**src/rtl/cdb_arbiter.sv**
```systemverilog
// rtl/cdb_arbiter.sv - common data bus arbiter for add/mul/branch result broadcast (optional round-robin: CDB_RR_EN)
`timescale 1ns/1ps

module cdb_arbiter #(
    parameter int DATA_W = 8,
    parameter int TAG_W  = 3
) (
    input  logic              clk1,
    input  logic              rst,

    input  logic              add_valid,
    input  logic [TAG_W-1:0]  add_tag,
    input  logic [DATA_W-1:0] add_data,
    output logic              add_ready,

    input  logic              mul_valid,
    input  logic [TAG_W-1:0]  mul_tag,
    input  logic [DATA_W-1:0] mul_data,
    output logic              mul_ready,

    input  logic              bch_valid,
    input  logic [TAG_W-1:0]  bch_tag,
    input  logic [DATA_W-1:0] bch_data,
    output logic              bch_ready,

    input  logic              cdb_stall,

    output logic              cdb_valid,
    output logic [TAG_W-1:0]  cdb_tag,
    output logic [DATA_W-1:0] cdb_data,
    output logic [1:0]        cdb_src
);

    localparam logic [1:0] SRC_ADD = 2'd0;
    localparam logic [1:0] SRC_MUL = 2'd1;
    localparam logic [1:0] SRC_BCH = 2'd2;

    logic [1:0]        prio_q, prio_d;
    logic              cdb_valid_q, cdb_valid_d;
    logic [TAG_W-1:0]  cdb_tag_q, cdb_tag_d;
    logic [DATA_W-1:0] cdb_data_q, cdb_data_d;
    logic [1:0]        cdb_src_q, cdb_src_d;

    logic [2:0]        req;
    logic [2:0]        gnt;
    logic              gnt_any;
    logic [1:0]        win;

    assign req = {bch_valid, mul_valid, add_valid};

    // Pick the first valid requester starting at prio; nothing is granted in reset or stall.
    always_comb begin
        gnt     = 3'b000;
        gnt_any = 1'b0;
        win     = SRC_ADD;
        if (!rst && !cdb_stall) begin
            case (prio_q)
                2'd1: begin
                    if (req[1])      win = SRC_MUL;
                    else if (req[2]) win = SRC_BCH;
                    else             win = SRC_ADD;
                end
                2'd2: begin
                    if (req[2])      win = SRC_BCH;
                    else if (req[0]) win = SRC_ADD;
                    else             win = SRC_MUL;
                end
                default: begin
                    if (req[0])      win = SRC_ADD;
                    else if (req[1]) win = SRC_MUL;
                    else             win = SRC_BCH;
                end
            endcase
            gnt_any = |req;
            if (gnt_any) gnt[win] = 1'b1;
        end
    end

    assign add_ready = gnt[0];
    assign mul_ready = gnt[1];
    assign bch_ready = gnt[2];

    // Next broadcast: load the winner, clear valid when idle, freeze everything under stall.
    always_comb begin
        cdb_valid_d = cdb_valid_q;
        cdb_tag_d   = cdb_tag_q;
        cdb_data_d  = cdb_data_q;
        cdb_src_d   = cdb_src_q;
        if (!cdb_stall) begin
            cdb_valid_d = gnt_any;
            if (gnt_any) begin
                cdb_src_d = win;
                case (win)
                    SRC_MUL: begin
                        cdb_tag_d  = mul_tag;
                        cdb_data_d = mul_data;
                    end
                    SRC_BCH: begin
                        cdb_tag_d  = bch_tag;
                        cdb_data_d = bch_data;
                    end
                    default: begin
                        cdb_tag_d  = add_tag;
                        cdb_data_d = add_data;
                    end
                endcase
            end
        end
    end

    // Priority pointer: after a transfer the winner's successor leads; fixed policy pins it at add.
    always_comb begin
`ifdef CDB_RR_EN
        prio_d = prio_q;
        if (gnt_any) prio_d = (win == SRC_BCH) ? 2'd0 : win + 2'd1;
`else
        prio_d = 2'd0;
`endif
    end

    // State registers; reset discards any held broadcast and restarts priority at add.
    always_ff @(posedge clk1 or posedge rst) begin
        if (rst) begin
            prio_q      <= 2'd0;
            cdb_valid_q <= 1'b0;
            cdb_tag_q   <= '0;
            cdb_data_q  <= '0;
            cdb_src_q   <= 2'd0;
        end else begin
            prio_q      <= prio_d;
            cdb_valid_q <= cdb_valid_d;
            cdb_tag_q   <= cdb_tag_d;
            cdb_data_q  <= cdb_data_d;
            cdb_src_q   <= cdb_src_d;
        end
    end

    assign cdb_valid = cdb_valid_q;
    assign cdb_tag   = cdb_tag_q;
    assign cdb_data  = cdb_data_q;
    assign cdb_src   = cdb_src_q;

endmodule

```
**config.mk**
```make
export PLATFORM = sky130hd
export DESIGN_NAME = cdb_arbiter
export DESIGN_NICKNAME = d
export VERILOG_FILES = /design/src/rtl/cdb_arbiter.sv
export SDC_FILE = /design/constraint.sdc
export NUM_CORES = 1
export LEC_CHECK = 0
export BUFFER_PORTS_ARGS = -buffer_cell sky130_fd_sc_hd__buf_4
export CORE_MARGIN = 2
export CORE_UTILIZATION = 38
export CTS_BUF_LIST = sky130_fd_sc_hd__clkbuf_2
export DETAILED_ROUTE_END_ITERATION = 10
export GPL_TIMING_DRIVEN = 0
export PLACE_DENSITY = 0.77
export SYNTH_ARGS = -nofsm -noshare
export SYNTH_HDL_FRONTEND = slang
export SYNTH_SLANG_ARGS = --single-unit
```
**constraint.sdc**
```tcl
create_clock -name clk1 -period 0.85 [get_ports clk1]
set_input_delay 0.0425 -clock clk1 [delete_from_list [all_inputs] [get_ports clk1]]
set_output_delay 0.0425 -clock clk1 [all_outputs]
set_load 0.02 [all_outputs]
```
==> results of run 1 <==
[area by class of cell]
type	instances	area (µm²)	share of cell area, %
Tap cell	27	33.8	1.85
Timing Repair Buffer	73	677	37.1
Inverter	4	15.0	0.824
Sequential cell	14	350	19.2
Clock buffer	3	15.0	0.824
Multi-Input combinational cell	58	607	33.3
Buffer	8	125	6.86
[worst max-delay path: cells and delay by family]
family | cells | cell delay, ns
compound gates | 2 | 0.36
fa+ha+maj | 1 | 0.19
buf+inv | 4 | 0.49
simple gates | 2 | 0.50
[where the power goes]
group / internal (mW) / leakage (nW) / switching, mW
Combinational: 0.554 / 0.674 / 0.469
Sequential: 0.766 / 0.175 / 0.0806
Clock: 0.0958 / 0.0125 / 0.253
[logic make-up after synthesis]
family                   after synthesis  share of synthesized area (%)
AO/OA/AOI/OAI                         35                           30.7
AND/OR/NAND/NOR                       21                           15.2
flip-flops                            14                           43.0
buffers and inverters                 13                           7.99
adder cells (fa/ha/maj)                2                           3.07
[cell usage after synthesis (all sizes together)]
cell    number  area share [%]
dfrtp       14              43
a221oi      11              12
nor2b       11             8.4
o21ai       11             6.8
o31ai       11              10
clkbuf       6             2.8
inv          4             1.8
buf          3             3.4
ha           2             3.1
nand2        2            0.92
nor3         2             1.2
nor3b        2             1.8
or2          2             1.5
a21o         1            0.92
a22o         1             1.1
and2         1            0.77
nor2         1            0.46
[state kept, by name, indices dropped and copies added, names as in the netlist]
signal,count
cdb_data,8
cdb_src,2
cdb_tag,3
cdb_valid,1
[per-layer routing]
metal / vias up / wire length [µm] / track usage, % / part of all wire (%)
met5: - / 0 / 0 / 0
met4: 0 / 123 / 11.3 / 3.1
met3: 11 / 262 / 6.25 / 6.7
met2: 59 / 2050 / 54.4 / 52
met1: 528 / 1480 / 36.8 / 38
li1: 475 / - / - / -
[metrics by stage]
stage,power (mW),hold slack [ns],setup TNS [ns],std cells
2_1_floorplan,1.20,-0.0683,-7.61,85
3_3_place_gp,1.57,0.145,-10.95,167
3_5_place_dp,1.59,0.141,-11.50,167
4_1_cts,2.08,0.0567,-7.81,185
5_1_grt,2.29,0.0405,-9.41,187
6_report,2.22,0.0128,-8.54,187
[worst max-delay path by stage]
stage	from	endpoint	slack, ns
floorplan	rst	cdb_data[1]	-0.63
global placement	rst	cdb_data[0]	-0.86
detailed placement	rst	cdb_data[1]	-0.90
CTS	cdb_stall	cdb_data[6]	-0.53
global route	cdb_stall	cdb_tag[0]	-0.58
finish	cdb_stall	cdb_tag[0]	-0.55
[timing repair]
action / CTS / global route
resized for setup: 34 / 15
gates cloned: 3 / 0
endpoints found under the hold margin: 16 / 0
pin swaps: 14 / 9
hold buffers: 3 / 0
buffers inserted: 10 / 3
setup endpoints to repair: 30 / 31
==> flow_summary.ini, run 1 <==
[detailed_routing]
first_iter_violations = 18
firstDrtPassIters = 4
vias_per_cell = 5.74
ant_nets = 0
route.detailed.drc = 0
wl_mm = 3.92
vias = 1073
routedWlPerCell_um = 21.0

[clock_tree]
clk_pin_slew_ns = 0.15
cts_max_level = 1
cts_buffers = 3
cts_tree = built
cts_max_path_buffers = 2
clock_latency_ns = 0.31
cts_root_buffer = clkbuf_2
numClockSinks = 14

[synthesis]
ys_ff_latch = 14
ys_seq_area_share_pct = 43.0
synth_cell_types = 19
synth_warnings = 0
syn_area_per_cell_um2 = 9.58
synth.cell_area_um2 = 815
syn-instance-count = 85
synth_nets = 126

[cells_and_area]
diodes = 0
final_core_util_pct = 92.0
n_fill_cell = 74
drive_above_1_share_pct = 65.6
fin_nets = 203
final_cell_mix = buf_4 (45), buf_6 (23), dfrtp_1 (14)
area_delta_synth_final_pct = 124
final_common_cell = buf_4
design_area_um2 = 1820

[grt]
grt_max_degree = 15
antenna_found_initial = 0
grt_pass1_wl_mm = 5.66
gr-total-overflow = 0
first_global_vias = 1119
grt_use_total_pct = 30.9

[setup_path]
crit_path_max_fanout = 5
arrival_ns = 1.60
max_stage_delay_ns = 0.29
path_cells = buf_6 -> or2_0 -> buf_4 -> nor3b_4 -> inv_2 -> ha_4 -> clkbuf_16 -> a221oi_2 -> o31ai_1
rr_worst_depth = 2
timing.rr.end = cdb_src[1]
worstReg2RegStart = cdb_src[1]
critPathKind = in2reg
slowest_stage = nor3b_4
cp_data_required_time_ns = 1.05
worst_setup_path_start_kind = input port
r2r_slack_ns = -0.06
crit_path_end_kind = flip-flop

[worst_hold_path]
whs_path_depth = 3
holdCritStartpoint = add_tag[2]
hold_end = cdb_tag[2]
hp-class = in2reg

[sta]
skew_ns = 0
drv_slew = 0
rsz0062_at_grt = yes
layout_min_cycle_time_ns = 1.40
fin_crit_sh_pct = 164
finalSetupViolCount = 31
relSlewSlack_pct = 61.7
setup_ws_ns = -0.546
worstMarginPinSlew_ns = 0.574
hold_viol_final = 0
maxClockFrequency_ghz = 0.716

[pwr]
powerDensity_nw_per_um2 = 1220
vdd_ir_drop_max_uv = 1160
p_leak_nw = 0.862

[floorplan]
chipWidth_um = 50.3
die_h_um = 50.3
io-pin-count = 56
start_util_pct = 41.1
dieArea_um2 = 2530
rows = 16
core_um2 = 1980

[run]
maxCapViolations = 0

[placed_design]
placed_area_um2 = 1420
place.detailed.hpwl_mm = 2.04
port_buffers = 55
dp_slack_ns = -0.896
gp_congestion = 0.757

[status]
outcome = finished with violations
violations = negative setup slack
Power figures use the tool's default switching activity.
==> run 2: changes to the inputs <==
--- a/config.mk
+++ b/config.mk
@@ -6,12 +6,15 @@
 export NUM_CORES = 1
 export LEC_CHECK = 0
 export BUFFER_PORTS_ARGS = -buffer_cell sky130_fd_sc_hd__buf_4
+export CELL_PAD_IN_SITES_DETAIL_PLACEMENT = 2
+export CELL_PAD_IN_SITES_GLOBAL_PLACEMENT = 2
+export CORE_ASPECT_RATIO = 0.6
 export CORE_MARGIN = 2
-export CORE_UTILIZATION = 38
+export CORE_UTILIZATION = 20
 export CTS_BUF_LIST = sky130_fd_sc_hd__clkbuf_2
 export DETAILED_ROUTE_END_ITERATION = 10
 export GPL_TIMING_DRIVEN = 0
-export PLACE_DENSITY = 0.77
+export PLACE_DENSITY_LB_ADDON = 0.1
 export SYNTH_ARGS = -nofsm -noshare
 export SYNTH_HDL_FRONTEND = slang
 export SYNTH_SLANG_ARGS = --single-unit
==> run 2 against run 1 <==
- the flow still finishes with violations (negative setup slack)
- wire length is 11% higher
- largest power group unchanged
- core utilization is 42 points lower
- critical path type unchanged
- die area is 82% higher
- clock skew stayed put
- critical path depth stayed put
- global-route usage is 12 points lower
- fmax is 3.4% lower
- non-clock buffer count is 5 higher
==> flow_summary.ini, run 2 (synthesized netlist as in run 1, its figures left out) <==
[status]
outcome = finished with violations
violations = negative setup slack

[detailed_routing]
wl_met3_um = 158
route.detailed.drc = 0
top_layer = met4
vias_per_cell = 4.89
vias = 1042
wl_met1_mm = 2.07
ant_nets = 0
first_iter_violations = 26
wl_mm = 4.36
routedWlPerCell_um = 20.5
firstDrtPassIters = 4
wl_met2_mm = 2.11

[pwr]
combPwrFrac_pct = 46.1
powerDensity_nw_per_um2 = 1190
seq_power_share_pct = 37.5
p_sw_uw = 806
p_sw_share_pct = 35.9
p_leak_nw = 0.928
vdd_ir_drop_max_uv = 447
p_int_mw = 1.44
clkPwrFrac_pct = 16.5

[cells_and_area]
drive_above_1_share_pct = 66.3
fin_nets = 208
n_fill_cell = 383
final_core_util_pct = 49.9
multi_input_area_um2 = 598
largest_reg_flops = 8
area_delta_synth_final_pct = 132
final_cell_mix = buf_4 (46), buf_6 (26), dfrtp_1 (14)
final_common_cell = buf_4
diodes = 0
seq_area_um2 = 350

[setup_path]
path_buf_inv = 4
critPathKind = in2reg
cp_data_required_time_ns = 1.08
slowest_stage = ha_4
crit_path_max_fanout = 5
path_cells = buf_6 -> or2_1 -> buf_6 -> nor3_4 -> inv_2 -> ha_4 -> buf_4 -> nor2b_1 -> o31ai_1
arrival_ns = 1.67
timing.rr.end = cdb_src[1]
max_stage_delay_ns = 0.27
critical_path.top_delay_family = simple AND/OR/NAND/NOR gates
worstReg2RegStart = cdb_src[1]
crit_path_end_kind = flip-flop
crit_end = cdb_data[0]
r2r_slack_ns = -0.01
critPathMostFrequentCell = buf_6
rr_worst_depth = 2
worstSetupPathDepth = 9
critPathLaunch = cdb_stall
worst_setup_path_start_kind = input port

[clock_tree]
cts_tree = built
cts_root_buffer = clkbuf_2
cts_max_path_buffers = 2
cts_max_level = 1
numClockSinks = 14
clock_latency_ns = 0.31
cts_buffers = 3
clk_pin_slew_ns = 0.16

[sta]
rsz0062_at_grt = yes
hold_viol_final = 0
drv_slew = 0
setup_ws_ns = -0.595
maxClockFrequency_ghz = 0.692
hold_ws_ns = 0.0309
worstMarginPinSlew_ns = 0.602
skew_ns = 0
relSlewSlack_pct = 59.8
finalSetupViolCount = 31
layout_min_cycle_time_ns = 1.45
fin_crit_sh_pct = 170

[floorplan]
chipWidth_um = 86.4
die_h_um = 53.4
rows = 17
io-pin-count = 56
dieArea_um2 = 4620
core_um2 = 3790
start_util_pct = 21.5

[grt]
grt_max_degree = 15
antenna_found_initial = 0
gr-total-overflow = 0
first_global_vias = 1054
grt_use_total_pct = 18.5
grt_pass1_wl_mm = 6.04

[run]
maxCapViolations = 0

[placed_design]
place.detailed.hpwl_mm = 2.65
gp_congestion = 0.672
dp_slack_ns = -0.985
port_buffers = 55

[worst_hold_path]
hp-class = in2reg
==> run 2: area by class of cell <==
type                       count  area share, %
timing repair buffer          78           37.3
clock inverter                 1          0.199
multi-input combinational     58           31.6
buffer                         8           7.61
sequential                    14           18.5
clock buffer                   3          0.794
inverter                       4          0.794
tap                           47           3.11
==> run 2: tightest hold or removal path: cells and delay by family <==
kind                   cells  cell delay (ns)
AO/OA/AOI/OAI              1             0.07
buffers and inverters      1             0.12
AND/OR/NAND/NOR            1             0.09
==> run 2: what timing repair did <==
item	in CTS	in global routing
gates cloned	2	1
setup endpoints to repair	30	31
pin swaps	9	12
setup buffers	12	4
endpoints found under the hold margin	16	16
hold buffers	2	3
gates resized for setup	35	16
==> run 2: metrics by stage <==
step	TNS, ns	instance area, µm²	std cells	total power [mW]
2_1_floorplan	-7.61	976	85	1.20
3_3_place_gp	-11.67	1450	187	1.59
3_5_place_dp	-12.48	1450	187	1.61
4_1_cts	-7.89	1760	206	2.17
5_1_grt	-10.25	1890	213	2.38
6_report	-9.05	1890	213	2.25
==> run 2: power by group through the flow <==
stage          clock network, mW  registers, mW  logic, mW
2_1_floorplan                  0          0.950      0.251
3_3_place_gp                   0          0.829      0.759
3_5_place_dp                   0          0.833      0.775
4_1_cts                    0.382          0.839      0.947
5_1_grt                    0.420          0.852       1.10
6_report                   0.370          0.842       1.04
==> run 2: worst min path at each step <==
stage                startpoint           to  cells after the start
finish              add_data[7]  cdb_data[7]                      3
global route         add_tag[2]   cdb_tag[2]                      3
CTS                         rst    cdb_valid                      2
detailed placement          rst    cdb_valid                      2
global placement            rst    cdb_valid                      2
floorplan                   rst  cdb_data[0]                      1
==> run 2: routing by layer <==
| layer | global-route usage (%) | up-vias |
|---|---|---|
| met5 | 0 | - |
| met4 | 4.69 | 0 |
| met3 | 3.74 | 4 |
| met2 | 29.7 | 28 |
| met1 | 25.5 | 521 |
| li1 | - | 489 |
==> run 3: changes to the inputs <==
--- a/config.mk
+++ b/config.mk
@@ -14,6 +14,7 @@
 export CTS_BUF_LIST = sky130_fd_sc_hd__clkbuf_2
 export DETAILED_ROUTE_END_ITERATION = 10
 export GPL_TIMING_DRIVEN = 0
+export HOLD_SLACK_MARGIN = 0.08
 export PLACE_DENSITY_LB_ADDON = 0.1
 export SYNTH_ARGS = -nofsm -noshare
 export SYNTH_HDL_FRONTEND = slang
==> run 3 against run 2 <==
- the run still ends with negative setup slack left
- global-route usage rose by 1.5 points
- register-to-register slack worse by 0.02 ns
- hold slack improved by 0.0060 ns
- design area up 11%
- total power grew 5.0%
- sequential power up 0.6%
- largest cell class unchanged
==> flow_summary.ini, run 3 (synthesized netlist as in run 1, its figures left out) <==
[sta]
finalSetupViolCount = 31
setup_ws_ns = -0.599
rsz0062_at_grt = yes
hold_ws_ns = 0.0369
drv_slew = 0
fin_crit_sh_pct = 170
skew_ns = 0
maxClockFrequency_ghz = 0.690
relSlewSlack_pct = 58.1
setup_tns_ns = -9.24
worstMarginPinSlew_ns = 0.628
layout_min_cycle_time_ns = 1.45
hold_viol_final = 0

[detailed_routing]
first_iter_violations = 48
routedWlPerCell_um = 21.9
ant_nets = 0
vias = 1145
vias_per_cell = 4.91
firstDrtPassIters = 4
wl_mm = 5.11
route.detailed.drc = 0

[pwr]
seq_power_share_pct = 35.9
p_leak_nw = 1.02
powerDensity_nw_per_um2 = 1130
p_total_mw = 2.36
p_int_mw = 1.50
p_sw_share_pct = 36.4
p_sw_uw = 858
vdd_ir_drop_max_uv = 421
combPwrFrac_pct = 47.8
clkPwrFrac_pct = 16.4

[clock_tree]
clk_pin_slew_ns = 0.17
clock_latency_ns = 0.32
numClockSinks = 14
cts_max_level = 1
cts_buffers = 3
cts_max_path_buffers = 2
cts_root_buffer = clkbuf_2
cts_tree = built

[cells_and_area]
largest_reg_flops = 8
drive_above_1_share_pct = 59.1
diodes = 0
fin_nets = 228
stdcell_count = 233
final_cell_mix = buf_4 (45), buf_6 (26), dlygate4sd3_1 (26)
final_common_cell = buf_4
area_delta_synth_final_pct = 157

[setup_path]
cp_data_required_time_ns = 1.08
worst_setup_path_start_kind = input port
critical_path.top_delay_family = simple AND/OR/NAND/NOR gates
path_buf_inv = 4
r2r_slack_ns = -0.03
arrival_ns = 1.68
critPathMostFrequentCell = buf_6
slowest_stage = o31ai_1
crit_path_end_kind = flip-flop
critPathKind = in2reg
max_stage_delay_ns = 0.30
path_cells = buf_6 -> or2_1 -> buf_6 -> nor3b_4 -> buf_6 -> ha_4 -> buf_8 -> nor2b_4 -> o31ai_1
crit_path_max_fanout = 5

[grt]
gr-total-overflow = 0
grt_max_degree = 15
grt_use_total_pct = 20.0
grt_pass1_wl_mm = 6.58
first_global_vias = 1154
antenna_found_initial = 0

[placed_design]
place.detailed.hpwl_mm = 2.65
dp_slack_ns = -0.985
port_buffers = 55
place_inst = 187
gp_congestion = 0.672

[floorplan]
chipWidth_um = 86.4
core_um2 = 3790
dieArea_um2 = 4620
die_h_um = 53.4
start_util_pct = 21.5
io-pin-count = 56
rows = 17

[status]
outcome = finished with violations
violations = negative setup slack

[run]
maxCapViolations = 0

[worst_hold_path]
hp-class = in2reg
## run 3: changes by cell type in the layout (fill, tap and decap cells not counted)
cell | before | now
a221oi_4 | 1 | 0
buf_4 | 46 | 45
a221oi_2 | 10 | 11
dlygate4sd3_1 | 5 | 26
nor2b_4 | 5 | 6
nor2b_1 | 6 | 5
## run 3: metrics by stage
stage,util (%),cell area [µm²]
6_report,55.2,2090
5_1_grt,55.2,2090
4_1_cts,50.4,1910
3_5_place_dp,38.2,1450
3_3_place_gp,38.2,1450
2_1_floorplan,-,976
## run 3: worst paths after layout
path	startpoint	end	cells past startpoint
setup / recovery	cdb_stall	cdb_data[7]	9
hold / removal	bch_data[5]	cdb_data[5]	3
setup reg to reg	cdb_src[1]	cdb_src[1]	2
hold reg to reg	cdb_src[0]	cdb_src[0]	1
max in group asynchronous	rst	cdb_tag[0]	3
min in group asynchronous	rst	cdb_tag[2]	3
## run 3: power by group through the flow
stage / Clock (mW) / Sequential [mW] / Combinational [mW]
global placement: 0 / 0.829 / 0.759
finish: 0.386 / 0.847 / 1.13
floorplan: 0 / 0.950 / 0.251
detailed placement: 0 / 0.833 / 0.775
CTS: 0.382 / 0.839 / 1.00
global route: 0.428 / 0.855 / 1.20
## run 3: worst register-to-register path, cell delays in order (launching register included)
cell,delay (ns)
dfrtp_1,0.43
buf_4,0.14
a22o_1,0.22
## run 3: area by class of cell
cell class | count | area, µm²
inverters | 4 | 15.0
plain buffers | 8 | 144
clock inverters | 1 | 3.75
clock buffers | 3 | 15.0
fillers | 369 | 1700
repair buffers | 98 | 908
multi-input cells | 58 | 594
flip-flops and latches | 14 | 350
well taps | 47 | 58.8
## run 3: per-layer routing
layer,track usage [%],vias to the layer above,routed length [µm]
met5,0,-,0
met2,32.7,28,2660
met3,2.96,5,121
met1,27.6,587,2280
met4,5.47,0,48
li1,-,525,-
## run 3: what timing repair did
action                                 CTS  global route
pin swaps                                9            13
cloned                                   2             1
hold buffers                            17             9
setup buffers                           12             3
gates resized for setup                 35            16
setup endpoints to repair               30            31
endpoints found under the hold margin   27            20
